[src/rtl/bsg_piso_rr_scheduler.sv]
// Round-robin arbitrated parallel-in/serial-out serializer shared by num_req_p requesters.
// Define BSG_PISO_RR_SCHED_PERF_CTR_EN to add the saturating stall_cnt_o performance counter.
module bsg_piso_rr_scheduler #(
  parameter int num_req_p  = 3,
  parameter int width_p    = 16,
  parameter int els_p      = 4,
  parameter int hi_to_lo_p = 0,
  localparam int tag_width_lp = (num_req_p > 1) ? $clog2(num_req_p) : 1,
  localparam int ctr_width_lp = $clog2(els_p)
) (
  input  logic                               clk_i,
  input  logic                               reset_i,
  input  logic [num_req_p-1:0]               valid_i,
  input  logic [num_req_p*els_p*width_p-1:0] data_i,
  output logic [num_req_p-1:0]               ready_and_o,
  output logic                               valid_o,
  output logic [width_p-1:0]                 data_o,
  output logic [tag_width_lp-1:0]            tag_o,
  output logic                               last_o,
  input  logic                               yumi_i
`ifdef BSG_PISO_RR_SCHED_PERF_CTR_EN
  ,
  output logic [31:0]                        stall_cnt_o
`endif
);

  typedef enum logic {IDLE, SHIFT} state_e;

  state_e                                     state_q, state_d;
  logic [tag_width_lp-1:0]                    rrPtr_q, rrPtr_d;
  logic [tag_width_lp-1:0]                    tag_q, tag_d;
  logic [ctr_width_lp-1:0]                    shiftCtr_q, shiftCtr_d;
  logic [els_p-1:0][width_p-1:0]              word_q, word_d;
  logic [num_req_p-1:0][els_p-1:0][width_p-1:0] dataArr;
  logic [num_req_p-1:0]                       gnt;
  logic [tag_width_lp-1:0]                    gntId;
  logic                                       gntAny;
  logic                                       acceptWindow;
  logic                                       accept;
  logic [ctr_width_lp-1:0]                    elSel;

  assign dataArr = data_i;

  // First pass finds a requester at or above the pointer; second pass wraps around below it.
  always_comb begin
    gnt    = '0;
    gntId  = '0;
    gntAny = 1'b0;
    for (int i = 0; i < num_req_p; i++) begin
      if (!gntAny && valid_i[i] && (i >= int'(rrPtr_q))) begin
        gnt[i] = 1'b1;
        gntId  = tag_width_lp'(i);
        gntAny = 1'b1;
      end
    end
    for (int i = 0; i < num_req_p; i++) begin
      if (!gntAny && valid_i[i]) begin
        gnt[i] = 1'b1;
        gntId  = tag_width_lp'(i);
        gntAny = 1'b1;
      end
    end
  end

  assign valid_o      = (state_q == SHIFT);
  assign last_o       = valid_o && (shiftCtr_q == ctr_width_lp'(els_p - 1));
  assign acceptWindow = (state_q == IDLE) || (last_o && yumi_i);
  assign ready_and_o  = gnt & {num_req_p{acceptWindow}};
  assign accept       = gntAny && acceptWindow;
  assign elSel        = (hi_to_lo_p != 0) ? (ctr_width_lp'(els_p - 1) - shiftCtr_q) : shiftCtr_q;
  assign data_o       = valid_o ? word_q[elSel] : '0;
  assign tag_o        = tag_q;

  always_comb begin
    state_d    = state_q;
    rrPtr_d    = rrPtr_q;
    tag_d      = tag_q;
    shiftCtr_d = shiftCtr_q;
    word_d     = word_q;
    case (state_q)
      IDLE: begin
      end
      SHIFT: begin
        if (yumi_i) begin
          if (!last_o) begin
            shiftCtr_d = shiftCtr_q + ctr_width_lp'(1);
          end else begin
            state_d = IDLE;
          end
        end
      end
      default: state_d = IDLE;
    endcase
    // A reload on the final beat overrides the return to IDLE so words run back to back.
    if (accept) begin
      state_d    = SHIFT;
      word_d     = dataArr[gntId];
      tag_d      = gntId;
      shiftCtr_d = '0;
      rrPtr_d    = (gntId == tag_width_lp'(num_req_p - 1)) ? '0 : (gntId + tag_width_lp'(1));
    end
  end

  always_ff @(posedge clk_i or posedge reset_i) begin
    if (reset_i) begin
      state_q    <= IDLE;
      rrPtr_q    <= '0;
      tag_q      <= '0;
      shiftCtr_q <= '0;
      word_q     <= '0;
    end else begin
      state_q    <= state_d;
      rrPtr_q    <= rrPtr_d;
      tag_q      <= tag_d;
      shiftCtr_q <= shiftCtr_d;
      word_q     <= word_d;
    end
  end

`ifdef BSG_PISO_RR_SCHED_PERF_CTR_EN
  logic [31:0] stallCnt_q, stallCnt_d;

  always_comb begin
    stallCnt_d = stallCnt_q;
    if (valid_o && !yumi_i && (stallCnt_q != '1)) begin
      stallCnt_d = stallCnt_q + 32'd1;
    end
  end

  always_ff @(posedge clk_i or posedge reset_i) begin
    if (reset_i) begin
      stallCnt_q <= '0;
    end else begin
      stallCnt_q <= stallCnt_d;
    end
  end

  assign stall_cnt_o = stallCnt_q;
`endif

`ifndef SYNTHESIS
  assert property (@(posedge clk_i) disable iff (reset_i) yumi_i |-> valid_o);
  assert property (@(posedge clk_i) disable iff (reset_i) $onehot0(ready_and_o));
`endif

endmodule
[config.mk]
export PLATFORM = sky130hd
export DESIGN_NAME = bsg_piso_rr_scheduler
export DESIGN_NICKNAME = d
export VERILOG_FILES = /design/src/rtl/bsg_piso_rr_scheduler.sv
export SDC_FILE = /design/constraint.sdc
export NUM_CORES = 1
export LEC_CHECK = 0
export CELL_PAD_IN_SITES_DETAIL_PLACEMENT = 1
export CELL_PAD_IN_SITES_GLOBAL_PLACEMENT = 1
export CORE_UTILIZATION = 30
export DETAILED_ROUTE_END_ITERATION = 10
export GPL_TIMING_DRIVEN = 0
export PLACE_DENSITY = 0.87
export RECOVER_POWER = 25
export SLEW_MARGIN = 5
export SYNTH_ARGS = -nofsm -noshare
export SYNTH_HDL_FRONTEND = slang
export SYNTH_SLANG_ARGS = --single-unit
[constraint.sdc]
create_clock -name clk_i -period 3.9 [get_ports clk_i]
set_clock_uncertainty 0.15 [all_clocks]
set_input_delay 1.17 -clock clk_i [delete_from_list [all_inputs] [get_ports clk_i]]
set_output_delay 1.17 -clock clk_i [all_outputs]
set_load 0.05 [all_outputs]
==> metrics.md <==
| Metric | Value |
|---|---|
| Final Total Pwr | 0.00499 W |
| RSZ-0062 raised after global routing | no |
| Max VDD drop | roughly 0.28 mV |
| CTS root buffer | clkbuf_16 |
| Logic pwr share | approximately 56% |
| Simple-gate share of the synthesized area | around 5.2% |
| Pins over their slew limit | 0 |
| PwrDens | slightly above 700 mW/mm² |
| Clock Latency Late Sink | about 0.33 ns |
| Reg power frac | 28.5% |
| WHS | 0.333 ns |
| ANT cells | 0 |
| Main combinational cell family by area after synthesis | multiplexers |
| R2r setup slk | approximately 1.9 ns |
| Hold path endpoint | tag_o[1] |
| Post-synthesis adder-cell area fraction | 0.297% |
| Sequential-to-total area share from yosys stat | a little over two fifths |
| WP data arrival | roughly 2.5 ns |
| Register area | about 0.0018 mm² |
| Synth warn | 0 |
| Number of synthesized flops with an enable pin | 0 |
| Internal | 0.00282 W |
| Clk slew on worst S/H paths | 0.05 ns |
| Critical Path Max Stage Delay | 0.28 ns |
| Clock Path Buffers | 2 |
| Max FO, Critical Path | 19 |
| Die Ht | 120 µm |
| Mux cell area share after synthesis | about a quarter |
| Synth Area in Compound Gates | 21.8% |
| H-tree depth | 3 |
| Die width | 120 µm |
| Hold Crit Class | register to register |
| First-pass GRT wire length | 26.0 mm |
| Core Box Area | 0.0135 mm² |
| Worst slew pin tran | between 1 and 1.5 ns |
| Tot GR Track Use | around a quarter |
| DRT Pass-1 Iters | 4 |
| PortBufs | 220 |
| Synth Area per Inst | about 12 µm² |
| Worst setup SP type | primary input |
| Synth top area cells | dfrtp_1 (42%), mux2i_1 (15%), a22oi_1 (9.5%), mux4_2 (8.6%), o21ai_1 (7.1%) |
| Top Ports | between 200 and 250 |
| Fmax | between 0.2 and 0.3 GHz |
| Final setup violation count | 0 |
| Area grow syn2layout | 65.9% |
| Max-cap violations | 0 |
| Routed via count | approximately 4.1k |
| RR Startpoint | elSel[1] |
| Initial antenna violation count | 0 |
| Starting Density | a little under a third |
| CTS tree | done |
| Hpwl dp | about 14 mm |
| Commonest cells post-synth | dfrtp_1 (71), mux2i_1 (65), o21ai_1 (60), a22oi_1 (53), and2_1 (17) |
| Synth cell types | 32 |
| Xor and xnor area share after synthesis | less than 1% |
| Final Hold Fails | 0 |
| Nets | around 800 |
| Total wire length | ~17 mm |
| GPL Wtd Cong | between 0.8 and 0.9 |
| Worst path cell trace | dlygate4sd2_1, a21o_1, buf_4, a21oi_4, nand2b_4, buf_8, nor2_2, buf_6 |
| Ys async rst share | 100% |
| Filler cell count | between 1k and 1.5k |
| Post-route antenna net violation count | 0 |
| Grt total ovfl | 0 |
| CP max-delay cell | dlygate4sd2_1 |
| Hold Crit Start | tag_o[1] |
| Kind of critical path | primary input to primary output |
| DR WL/cell | 22.0 µm |
| Row cnt | 42 |
| Synth Instances | approximately 360 |
| Most common cell in the netlist | dfrtp_1 |
| Cell depth of the worst flop-to-flop path | 8 |
| Power share of the clock group | between 10% and 20% |
| Slew headroom | ~18% |
| Reg-to-Reg End | rrPtr_q[0] |
| Synthesized Nets | approximately 560 |
| Share of layout cells above drive strength 1 | around 15% |
| Status | completed |
| Clk sink count | 71 |
| WP data required | between 2 and 3 ns |
| Fin crit period | 3.82 ns |
| Vias in the first global route | 4530 |
| DRC | 0 |
| Final period util | between 90% and 100% |
| Hold Path Depth | 1 |
| Number of CTS-inserted buffers | 9 |
| Die area | between 0.01 and 0.015 mm² |
| Flops & latches, synth | 71 |
| Area of the mapped netlist | 0.00421 mm² |
| CP Capture Type | primary output |
| Synth Flop Type | dfrtp_1 |
| Vias per inst | about 5.2 |
| Largest net degree at the start of global routing | 44 |
| Pleak | between 2 and 3 nW |
| DRT iter0 DRCs | between 150 and 200 |
| Area taken by multi-input logic gates | around 0.0022 mm² |
| Yosys top cell area share | 42.2% |
| Switch share | between 40% and 50% |
| Psw | approximately 0.0022 W |
| Largest area contributor in the netlist | dfrtp_1 |
| Post-CTS Hold Buffers | 0 |
-- flip-flops by register name, indices dropped and copies added, names as in the netlist --
signal and count:
elSel 2, rrPtr_q 2, tag_o 2, valid_o 1, word_q 64
-- metrics by stage --
step	std cells	setup TNS, ns	cell area, µm²	worst slack [ns]	utilization (%)
4_1_cts	779	0	6990	0.00394	51.9
2_1_floorplan	363	0	4210	0.0429	-
3_5_place_dp	760	-3.15	6660	-1.19	49.5
3_3_place_gp	759	-30.37	6630	-1.14	49.3
5_1_grt	779	0	6980	0.0143	51.9
6_report	779	0	6980	0.0825	51.9
-- cell type report --
type                            count  share of cell area [%]
Buffer                             33                    3.75
Clock buffer                       11                    3.62
Clock inverter                      5                   0.466
Tap cell                          176                    3.16
Inverter                            2                   0.125
Sequential cell                    71                    25.5
Timing Repair Buffer              225                    31.9
Multi-Input combinational cell    256                    31.5
-- power by group through the flow --
| stage | logic (W) | registers (W) | clock network (W) |
|---|---|---|---|
| after floorplan | 0.00193 | 0.00127 | 0 |
| after CTS | 0.00281 | 0.00142 | 0.000793 |
| after detailed placement | 0.00283 | 0.00144 | 0 |
| final | 0.00279 | 0.00142 | 0.000781 |
| after global routing | 0.00297 | 0.00146 | 0.000822 |
| after global placement | 0.00273 | 0.00141 | 0 |
-- how the worst max path moves through the flow --
stage | slack [ns] | start | to | depth (start not counted)
after CTS | 0.004 | valid_i[1] | ready_and_o[2] | 7
after detailed placement | -1.19 | valid_i[1] | ready_and_o[1] | 5
after floorplan | 0.04 | valid_i[1] | ready_and_o[2] | 5
after global placement | -1.14 | valid_i[1] | ready_and_o[1] | 5
after global routing | 0.01 | valid_i[0] | ready_and_o[0] | 8
final | 0.08 | valid_i[0] | ready_and_o[0] | 8
-- what timing repair did --
item / in CTS / in global routing
gates resized for setup: 40 / 8
setup endpoints to repair: 12 / 12
setup buffers: 4 / 0
pin swaps: 4 / 1
-- critical path: cells and delay by family --
| kind | cells | cell delay, ns |
|---|---|---|
| buffers and inverters | 4 | 0.76 |
| AO/OA/AOI/OAI | 2 | 0.34 |
| AND/OR/NAND/NOR | 2 | 0.22 |
-- layout by cell type (no fill, tap or decap), types with 5 or more instances in the layout --
| cell | n |
|---|---|
| mux2i_1 | 65 |
| a22oi_2 | 7 |
| dfrtp_1 | 71 |
| buf_6 | 17 |
| clkbuf_16 | 9 |
| clkdlybuf4s50_1 | 201 |
| buf_2 | 14 |
| mux4_2 | 16 |
| dlygate4sd2_1 | 11 |
| and2_1 | 17 |
| a22oi_1 | 53 |
| nand2_1 | 5 |
| o21ai_1 | 60 |
| buf_4 | 5 |
-- kinds of logic after synthesis --
family | count (synthesis)
compound gates | 134
mux | 81
flops | 71
simple gates | 39
buf+inv | 36
xor+xnor | 1
fa+ha+maj | 1
-- routing by layer --
layer | part of all wire, % | vias up | wire length (µm) | track usage [%]
met5 | 0 | - | 0 | 0
met4 | 2.1 | 0 | 353 | 7.72
met3 | 5.8 | 24 | 994 | 4.34
met2 | 53 | 154 | 9020 | 44.7
met1 | 40 | 2029 | 6800 | 29.1
li1 | - | 1857 | - | -
No activity file was read; power rests on OpenSTA's default activity.
